## config.mk

```make
export PLATFORM = sky130hd
export DESIGN_NAME = hub75_fb_arbiter
export DESIGN_NICKNAME = d
export VERILOG_FILES = /design/src/rtl/hub75_fb_arbiter.sv
export SDC_FILE = /design/constraint.sdc
export NUM_CORES = 1
export LEC_CHECK = 0
export CAP_MARGIN = 40
export CELL_PAD_IN_SITES_DETAIL_PLACEMENT = 0
export CELL_PAD_IN_SITES_GLOBAL_PLACEMENT = 2
export CORE_UTILIZATION = 20
export CTS_BUF_LIST = sky130_fd_sc_hd__clkbuf_8
export CTS_CLUSTER_DIAMETER = 60
export CTS_CLUSTER_SIZE = 30
export DETAILED_ROUTE_END_ITERATION = 10
export PLACE_DENSITY_LB_ADDON = 0.1
export SYNTH_ARGS = -nofsm -noshare
export SYNTH_HDL_FRONTEND = slang
export SYNTH_SLANG_ARGS = --single-unit
```

## constraint.sdc

```tcl
create_clock -name i_clk -period 2.1 [get_ports i_clk]
set_input_delay 0.525 -clock i_clk [delete_from_list [all_inputs] [get_ports i_clk]]
set_output_delay 0.525 -clock i_clk [all_outputs]
set_load 0.01 [all_outputs]
```

## src/rtl/hub75_fb_arbiter.sv

```systemverilog
// Frame-buffer RAM port arbiter: read-out vs write-in ownership via req/gnt/rel,
// read-out priority with bounded write-in starvation and an ownership watchdog.
module hub75_fb_arbiter #(
  parameter int FB_AW      = 13,
  parameter int FB_DW      = 16,
  parameter int MAX_RD_RUN = 4,
  parameter int TIMEOUT    = 1024
) (
  input  logic             i_clk,
  input  logic             i_rst,
  input  logic             i_rd_req,
  output logic             o_rd_gnt,
  input  logic             i_rd_rel,
  input  logic [FB_AW-1:0] i_rd_addr,
  input  logic             i_rd_ren,
  input  logic             i_wi_req,
  output logic             o_wi_gnt,
  input  logic             i_wi_rel,
  input  logic [FB_AW-1:0] i_wi_addr,
  input  logic [FB_DW-1:0] i_wi_data,
  input  logic             i_wi_wren,
  output logic [FB_AW-1:0] o_fb_addr,
  output logic [FB_DW-1:0] o_fb_wdata,
  output logic             o_fb_wren,
  output logic             o_fb_rden,
  output logic             o_err_timeout,
  output logic             o_err_owner
);

  localparam int RCW = $clog2(MAX_RD_RUN + 1);
  localparam int WDW = (TIMEOUT > 1) ? $clog2(TIMEOUT) : 1;
  localparam logic [RCW-1:0] RUN_MAX = RCW'(MAX_RD_RUN);
  localparam logic [WDW-1:0] WD_LAST = WDW'((TIMEOUT > 0) ? TIMEOUT - 1 : 0);

  typedef enum logic [1:0] {S_IDLE, S_TURN, S_OWN_RD, S_OWN_WI} state_t;

  state_t         r_state, w_next;
  logic [RCW-1:0] r_run_cnt;
  logic [WDW-1:0] r_wd_cnt;
  logic           r_rd_gnt, r_wi_gnt, r_err_timeout, r_err_owner;
  logic           w_grant_rd, w_grant_wi, w_wd_hit, w_wd_fire;

  assign w_wd_hit = (TIMEOUT > 0) && (r_wd_cnt == WD_LAST);

  always_comb begin
    w_next     = r_state;
    w_grant_rd = 1'b0;
    w_grant_wi = 1'b0;
    w_wd_fire  = 1'b0;
    case (r_state)
      S_IDLE: begin
        // Write-in only wins a contested cycle once read-out has used its run budget.
        if (i_rd_req && (!i_wi_req || (r_run_cnt != RUN_MAX))) begin
          w_grant_rd = 1'b1;
          w_next     = S_OWN_RD;
        end else if (i_wi_req) begin
          w_grant_wi = 1'b1;
          w_next     = S_OWN_WI;
        end
      end
      S_TURN: w_next = S_IDLE;
      S_OWN_RD: begin
        if (i_rd_rel) begin
          w_next = S_TURN;
        end else if (w_wd_hit) begin
          w_next    = S_TURN;
          w_wd_fire = 1'b1;
        end
      end
      S_OWN_WI: begin
        if (i_wi_rel) begin
          w_next = S_TURN;
        end else if (w_wd_hit) begin
          w_next    = S_TURN;
          w_wd_fire = 1'b1;
        end
      end
      default: w_next = S_IDLE;
    endcase
  end

  always_ff @(posedge i_clk or posedge i_rst) begin
    if (i_rst) begin
      r_state       <= S_IDLE;
      r_rd_gnt      <= 1'b0;
      r_wi_gnt      <= 1'b0;
      r_run_cnt     <= '0;
      r_wd_cnt      <= '0;
      r_err_timeout <= 1'b0;
      r_err_owner   <= 1'b0;
    end else begin
      r_state  <= w_next;
      r_rd_gnt <= w_grant_rd;
      r_wi_gnt <= w_grant_wi;

      if (w_grant_rd) begin
        if (!i_wi_req)
          r_run_cnt <= '0;
        else if (r_run_cnt != RUN_MAX)
          r_run_cnt <= r_run_cnt + 1'b1;
      end else if (w_grant_wi) begin
        r_run_cnt <= '0;
      end

      if (w_grant_rd || w_grant_wi)
        r_wd_cnt <= '0;
      else if ((r_state == S_OWN_RD) || (r_state == S_OWN_WI))
        r_wd_cnt <= r_wd_cnt + 1'b1;

      if (w_wd_fire) begin
        r_err_timeout <= 1'b1;
        r_err_owner   <= (r_state == S_OWN_WI);
      end
    end
  end

  always_comb begin
    o_fb_addr  = '0;
    o_fb_wdata = '0;
    o_fb_wren  = 1'b0;
    o_fb_rden  = 1'b0;
    case (r_state)
      S_OWN_RD: begin
        o_fb_addr = i_rd_addr;
        o_fb_rden = i_rd_ren;
      end
      S_OWN_WI: begin
        o_fb_addr  = i_wi_addr;
        o_fb_wdata = i_wi_data;
        o_fb_wren  = i_wi_wren;
      end
      default: ;
    endcase
  end

  assign o_rd_gnt      = r_rd_gnt;
  assign o_wi_gnt      = r_wi_gnt;
  assign o_err_timeout = r_err_timeout;
  assign o_err_owner   = r_err_owner;

endmodule

```

==> results.cfg, run 1 <==
[logic_synthesis]
ys_warn_count = 0
ys_ff_latch = 19
synth_cell_types = 37
seq_area_frac_synth = 0.361
synthCells = 148
synth.avg_cell_area_um2 = 8.90
syn-cell-area_um2 = 1320
synth_nets = 201

[status]
status = finished clean

[sta]
drv_slew = 0
rsz0062_at_grt = no
hold_viol = 0
worst_pin_slew_ns = 0.358
fin_skew_ns = 0.00891
tns_ns = 0
fin_hold_ws_ns = 0.485
fmax_mhz = 506
max_slew_margin = 0.760
post-route-period-util = 0.942
finalCriticalPeriod_ns = 1.98
finalSetupViolations = 0

[setup_path]
critPathBufInv = 2
path_cells = buf_12 > mux2i_2 > nor2_1 > dlygate4sd2_1
max_stage_delay_ns = 0.38
crit_type = flop to output port
required_ns = 1.57
critPathSlowestCell = dfrtp_1
worst_setup_path_start_kind = flop
endpoint_kind = output port
crit_family = buffers and inverters
arrival_ns = 1.45
path_max_fanout = 37

[floorplan]
dieWidth_um = 83.2
initial_utilization = 0.207
die_area_um2 = 6920
io_pins = 85
rows = 29
core_um2 = 6350
fp.dieH_um = 83.2

[pwr]
p_per_area_nw_per_um2 = 844
ir_drop_uv = 313
p_leak_uw = 0.00116

[routing]
routedWlPerCell_um = 13.2
first_pass_iters = 4
ant_nets = 0
avgViaCountPerCell = 4.51
via_count = 1393
first_iter_violations = 57
wl_um = 4090
drc = 0

[placement]
dp_hpwl_um = 3160
placed_area_um2 = 2260
gp_congestion = 0.699
numPortBuffers = 84

[global_route]
grt_pass1_vias = 1553
grt_pass1_wl_um = 6910
gr-total-overflow = 0
antenna_found_initial = 0
grtUsageTotal = 0.122
grt_max_degree = 38

[hold_path]
worstHoldPathType = flop to flop

[cells_and_area]
nNetsFinal = 286
synthToLayoutAreaGrowth_pct = 72.3
drive_gt1_frac = 0.0819
diodes = 0
design_area_um2 = 2270

[clock_network]
clockBufferDepth = 2
cts_tree = built
clk_latency_ns = 0.26
root_buffer = clkbuf_8
clock-sinks = 19
ctsHoldBuffers = 0
clk_pin_slew_ns = 0.08
ctsResizeCount = 32
cts_buffers = 3
htreeDepth = 1
cts_setup_buffers = 0

[run]
maxCapViolations = 0
==> registers in the layout, summed over array words and instances, names as in the netlist <==
| register | flops |
|---|---|
| r_state | 2 |
| r_run_cnt | 3 |
| o_err_owner | 1 |
| o_wi_gnt | 1 |
| r_wd_cnt | 10 |
| o_err_timeout | 1 |
| o_rd_gnt | 1 |
==> power breakdown <==
group	internal [uW]	leakage, uW	switching, uW	total, uW
Sequential	438	0.000254	61.4	500
Clock	132	0.0000255	128	260
Combinational	553	0.000879	602	1160
==> placed cells by master (no fill, tap or decap), drive strengths merged, types with 4 or more instances in the layout <==
cell type / n
mux2i: 16
buf: 6
and3: 19
inv: 4
dfrtp: 19
nand3: 4
o21ai: 10
nand4: 4
clkdlybuf4s50: 53
nand2: 9
nor2: 22
dlygate4sd2: 31
==> routing by layer <==
metal / GRT usage / vias up / wire [um] / part of all wire
li1: - / 689 / - / -
met1: 0.136 / 645 / 1750 / 0.43
met2: 0.206 / 57 / 1850 / 0.45
met3: 0.0537 / 2 / 454 / 0.11
met4: 0.0423 / 0 / 34 / 0.0083
met5: 0 / - / 0 / 0
==> path summary, 6_finish.rpt <==
path | startpoint | end | slack, ns | cells after the start
min | o_err_timeout$_DFFE_PP0P_ | o_err_timeout$_DFFE_PP0P_ | 0.48 | 1
min reg2reg | o_err_timeout$_DFFE_PP0P_ | o_err_timeout$_DFFE_PP0P_ | 0.48 | 1
max reg2reg | r_wd_cnt[0]$_DFFE_PP0P_ | o_err_owner$_DFFE_PP0P_ | 0.50 | 4
max | r_state[0]$_DFFE_PP0P_ | o_fb_addr[11] | 0.12 | 4
max in group asynchronous | i_rst | r_wd_cnt[2]$_DFFE_PP0P_ | 1.30 | 3
min in group asynchronous | i_rst | r_run_cnt[1]$_DFFE_PP0P_ | 0.59 | 3
==> logic make-up after synthesis <==
logic type	Yosys count	synth area share
buffers and inverters	15	0.0560
multiplexers	18	0.141
AND/OR/NAND/NOR	70	0.301
XOR/XNOR	3	0.0199
AO/OA/AOI/OAI	20	0.0921
adder cells (fa/ha/maj)	3	0.0285
flip-flops	19	0.361
==> synthesized netlist by cell type <==
library cell  number  share of area
mux2_4             1          0.011
a311o_1            1         0.0076
and4_1             2          0.013
buf_2              2         0.0076
a32o_1             1         0.0076
o211ai_1           1         0.0057
nand4_4            1          0.016
clkinv_1           1         0.0028
or2_2              2         0.0095
xnor2_1            1         0.0066
xor2_1             2          0.013
nor3_1             2         0.0076
nor2_2             1         0.0048
nor2_1            21          0.060
a31oi_1            1         0.0048
o22ai_1            2         0.0095
nand2_1            9          0.026
nand4_2            1         0.0095
nand2b_1           2         0.0095
nand3_1            4          0.015
nand4_1            2         0.0095
a21o_1             1         0.0057
nor4_4             1          0.016
a21oi_1            2         0.0076
buf_6              1         0.0085
o31ai_1            1         0.0057
or2_1              1         0.0048
ha_1               3          0.028
clkbuf_1           5          0.014
and3_1            19          0.090
buf_4              2          0.011
o21ai_0           10          0.038
mux2_1             1         0.0085
mux2i_1           16           0.12
dfrtp_1           19           0.36
or3_1              2         0.0095
inv_1              4          0.011
==> worst reg2reg max path, delay by kind of cell (launching register included) <==
family / cells / cell delay (ns)
adders and majority gates: 1 / 0.24
DFF: 1 / 0.40
muxes: 1 / 0.34
and+or+nand+nor: 2 / 0.50
==> through the flow <==
step | cells | power, uW | worst slack [ns] | utilization
finish | 309 | 1920 | 0.123 | 0.357
global route | 309 | 2090 | 0.0226 | 0.357
CTS | 309 | 1950 | 0.0770 | 0.357
detailed placement | 305 | 1800 | -0.167 | 0.355
global placement | 305 | 1800 | -0.178 | 0.355
floorplan | 148 | 1200 | 0.566 | -
==> cell type report <==
cell class | instances | area (um^2)
clock buffers | 3 | 41.3
clock inverters | 1 | 5.00
repair buffers | 90 | 860
well taps | 77 | 96.3
inverters | 5 | 20.0
flip-flops and latches | 19 | 475
fillers | 665 | 4080
multi-input cells | 114 | 772
No activity file was read; power rests on OpenSTA's default activity.
==> run 2: changes to the inputs <==
--- a/config.mk
+++ b/config.mk
@@ -14,6 +14,7 @@
 export CTS_CLUSTER_SIZE = 30
 export DETAILED_ROUTE_END_ITERATION = 10
 export PLACE_DENSITY_LB_ADDON = 0.1
+export SETUP_SLACK_MARGIN = 0.2
 export SYNTH_ARGS = -nofsm -noshare
 export SYNTH_HDL_FRONTEND = slang
 export SYNTH_SLANG_ARGS = --single-unit
==> run 2 against run 1 <==
- cell count is 3.2% higher
- die area stayed put
- final area up 2.4%
- non-clock buffer count is 10 higher
- critical endpoint is now o_fb_addr[3]
==> results.cfg, run 2 (same netlist as run 1, synthesis figures left out) <==
[setup_path]
max_stage_delay_ns = 0.44
required_ns = 1.57
worst_setup_path_start_kind = flop
r2r_cells = 5
critPathSlowestCell = dfrtp_2
endpoint_kind = output port
reg2reg_slack_ns = 0.41
crit_type = flop to output port
crit_cells = 6
crit_family = buffers and inverters
critPathBufInv = 4
path_max_fanout = 4
arrival_ns = 1.43
critPathMostFrequentCell = buf_12
path_cells = buf_12 > buf_12 > buf_4 > mux2i_1 > nor2_1 > clkbuf_2

[sta]
rsz0062_at_grt = yes
hold_viol = 0
finalCriticalPeriod_ns = 1.95
fmax_mhz = 512
worst_pin_slew_ns = 0.351
finalSetupViolations = 0
post-route-period-util = 0.930
max_slew_margin = 0.765
drv_slew = 0
fin_skew_ns = 0.00940
fin_hold_ws_ns = 0.485
setup_ws_ns = 0.146

[floorplan]
fp.dieH_um = 83.2
rows = 29
die_area_um2 = 6920
dieWidth_um = 83.2
initial_utilization = 0.207
core_um2 = 6350
io_pins = 85

[placement]
numPortBuffers = 84
placed_area_um2 = 2260
dp_hpwl_um = 3160
dp_slack_ns = -0.167
gp_congestion = 0.699

[hold_path]
min_path_cells = 1
worstHoldPathType = flop to flop

[global_route]
grtUsageTotal = 0.129
grt_max_degree = 27
antenna_found_initial = 0
grt_pass1_vias = 1585
grt_pass1_wl_um = 7250
gr-total-overflow = 0

[clock_network]
clk_pin_slew_ns = 0.08
htreeDepth = 1
clk_latency_ns = 0.26
cts_tree = built
root_buffer = clkbuf_8
clockBufferDepth = 2
clock-sinks = 19
cts_buffers = 3

[cells_and_area]
drive_gt1_frac = 0.252
nNetsFinal = 296
final_core_util = 0.366
regMostFlops = r_wd_cnt
synthToLayoutAreaGrowth_pct = 76.4
diodes = 0
largest_reg_flops = 10
top_regs = r_wd_cnt: 10 flops, r_run_cnt: 3 flops, r_state: 2 flops
final_common_cell = clkdlybuf4s50_1
design_area_um2 = 2320
layout_common_cells = clkdlybuf4s50_1 (53), nor2_1 (21), buf_2 (21)

[pwr]
p_leak_uw = 0.00116
p_per_area_nw_per_um2 = 948
ir_drop_uv = 368

[routing]
drc = 0
first_pass_iters = 4
routedWlPerCell_um = 13.5
first_iter_violations = 45
via_count = 1442
wl_um = 4320
ant_nets = 0
avgViaCountPerCell = 4.52

[status]
status = finished clean

[run]
maxCapViolations = 0
-- run 2: path summary, 6_finish.rpt --
path                                           start                         to
max                           r_state[0]$_DFFE_PP0P_               o_fb_addr[3]
min                        o_err_timeout$_DFFE_PP0P_  o_err_timeout$_DFFE_PP0P_
max reg2reg                   r_state[0]$_DFFE_PP0P_    o_err_owner$_DFFE_PP0P_
min reg2reg                o_err_timeout$_DFFE_PP0P_  o_err_timeout$_DFFE_PP0P_
max in group asynchronous                      i_rst     r_state[0]$_DFFE_PP0P_
min in group asynchronous                      i_rst   r_run_cnt[1]$_DFFE_PP0P_
-- run 2: cell type report --
class / instances / area, um^2
clock buffers: 3 / 41.3
clock inverters: 1 / 5.00
fillers: 676 / 4030
flip-flops and latches: 19 / 477
inverters: 5 / 20.0
well taps: 77 / 96.3
multi-input cells: 114 / 777
repair buffers: 100 / 908
-- run 2: power breakdown --
group	total [uW]	internal [uW]	switching, uW
Combinational	1440	765	673
Clock	259	132	127
Sequential	506	440	66.0
-- run 2: timing repair --
item,4_1_cts,5_1_grt
hold buffers,0,0
gates cloned,2,0
setup endpoints to repair,31,30
buffers inserted,6,2
endpoints found under the hold margin,0,0
pin swaps,0,6
resized for setup,96,28
-- run 2: layer usage --
| metal | vias up | wire (um) | GRT usage |
|---|---|---|---|
| met4 | 0 | 34 | 0.0423 |
| met2 | 60 | 2030 | 0.220 |
| met1 | 669 | 1800 | 0.145 |
| met5 | - | 0 | 0 |
| li1 | 711 | - | - |
| met3 | 2 | 450 | 0.0527 |
-- run 2: per-stage QoR --
stage,power [uW],std cells,setup TNS [ns]
2_1_floorplan,1200,148,0
3_3_place_gp,1800,305,-3.09
3_5_place_dp,1800,305,-3.06
4_1_cts,2210,317,0
5_1_grt,2390,319,0
6_report,2200,319,0
==> run 3: changes to the inputs <==
--- a/config.mk
+++ b/config.mk
@@ -5,6 +5,7 @@
 export SDC_FILE = /design/constraint.sdc
 export NUM_CORES = 1
 export LEC_CHECK = 0
+export ABC_CLOCK_PERIOD_IN_PS = 2100
 export CAP_MARGIN = 40
 export CELL_PAD_IN_SITES_DETAIL_PLACEMENT = 0
 export CELL_PAD_IN_SITES_GLOBAL_PLACEMENT = 2
==> results of run 3 <==
Same layout as run 2: the final DEF is identical, and so are final timing and power.
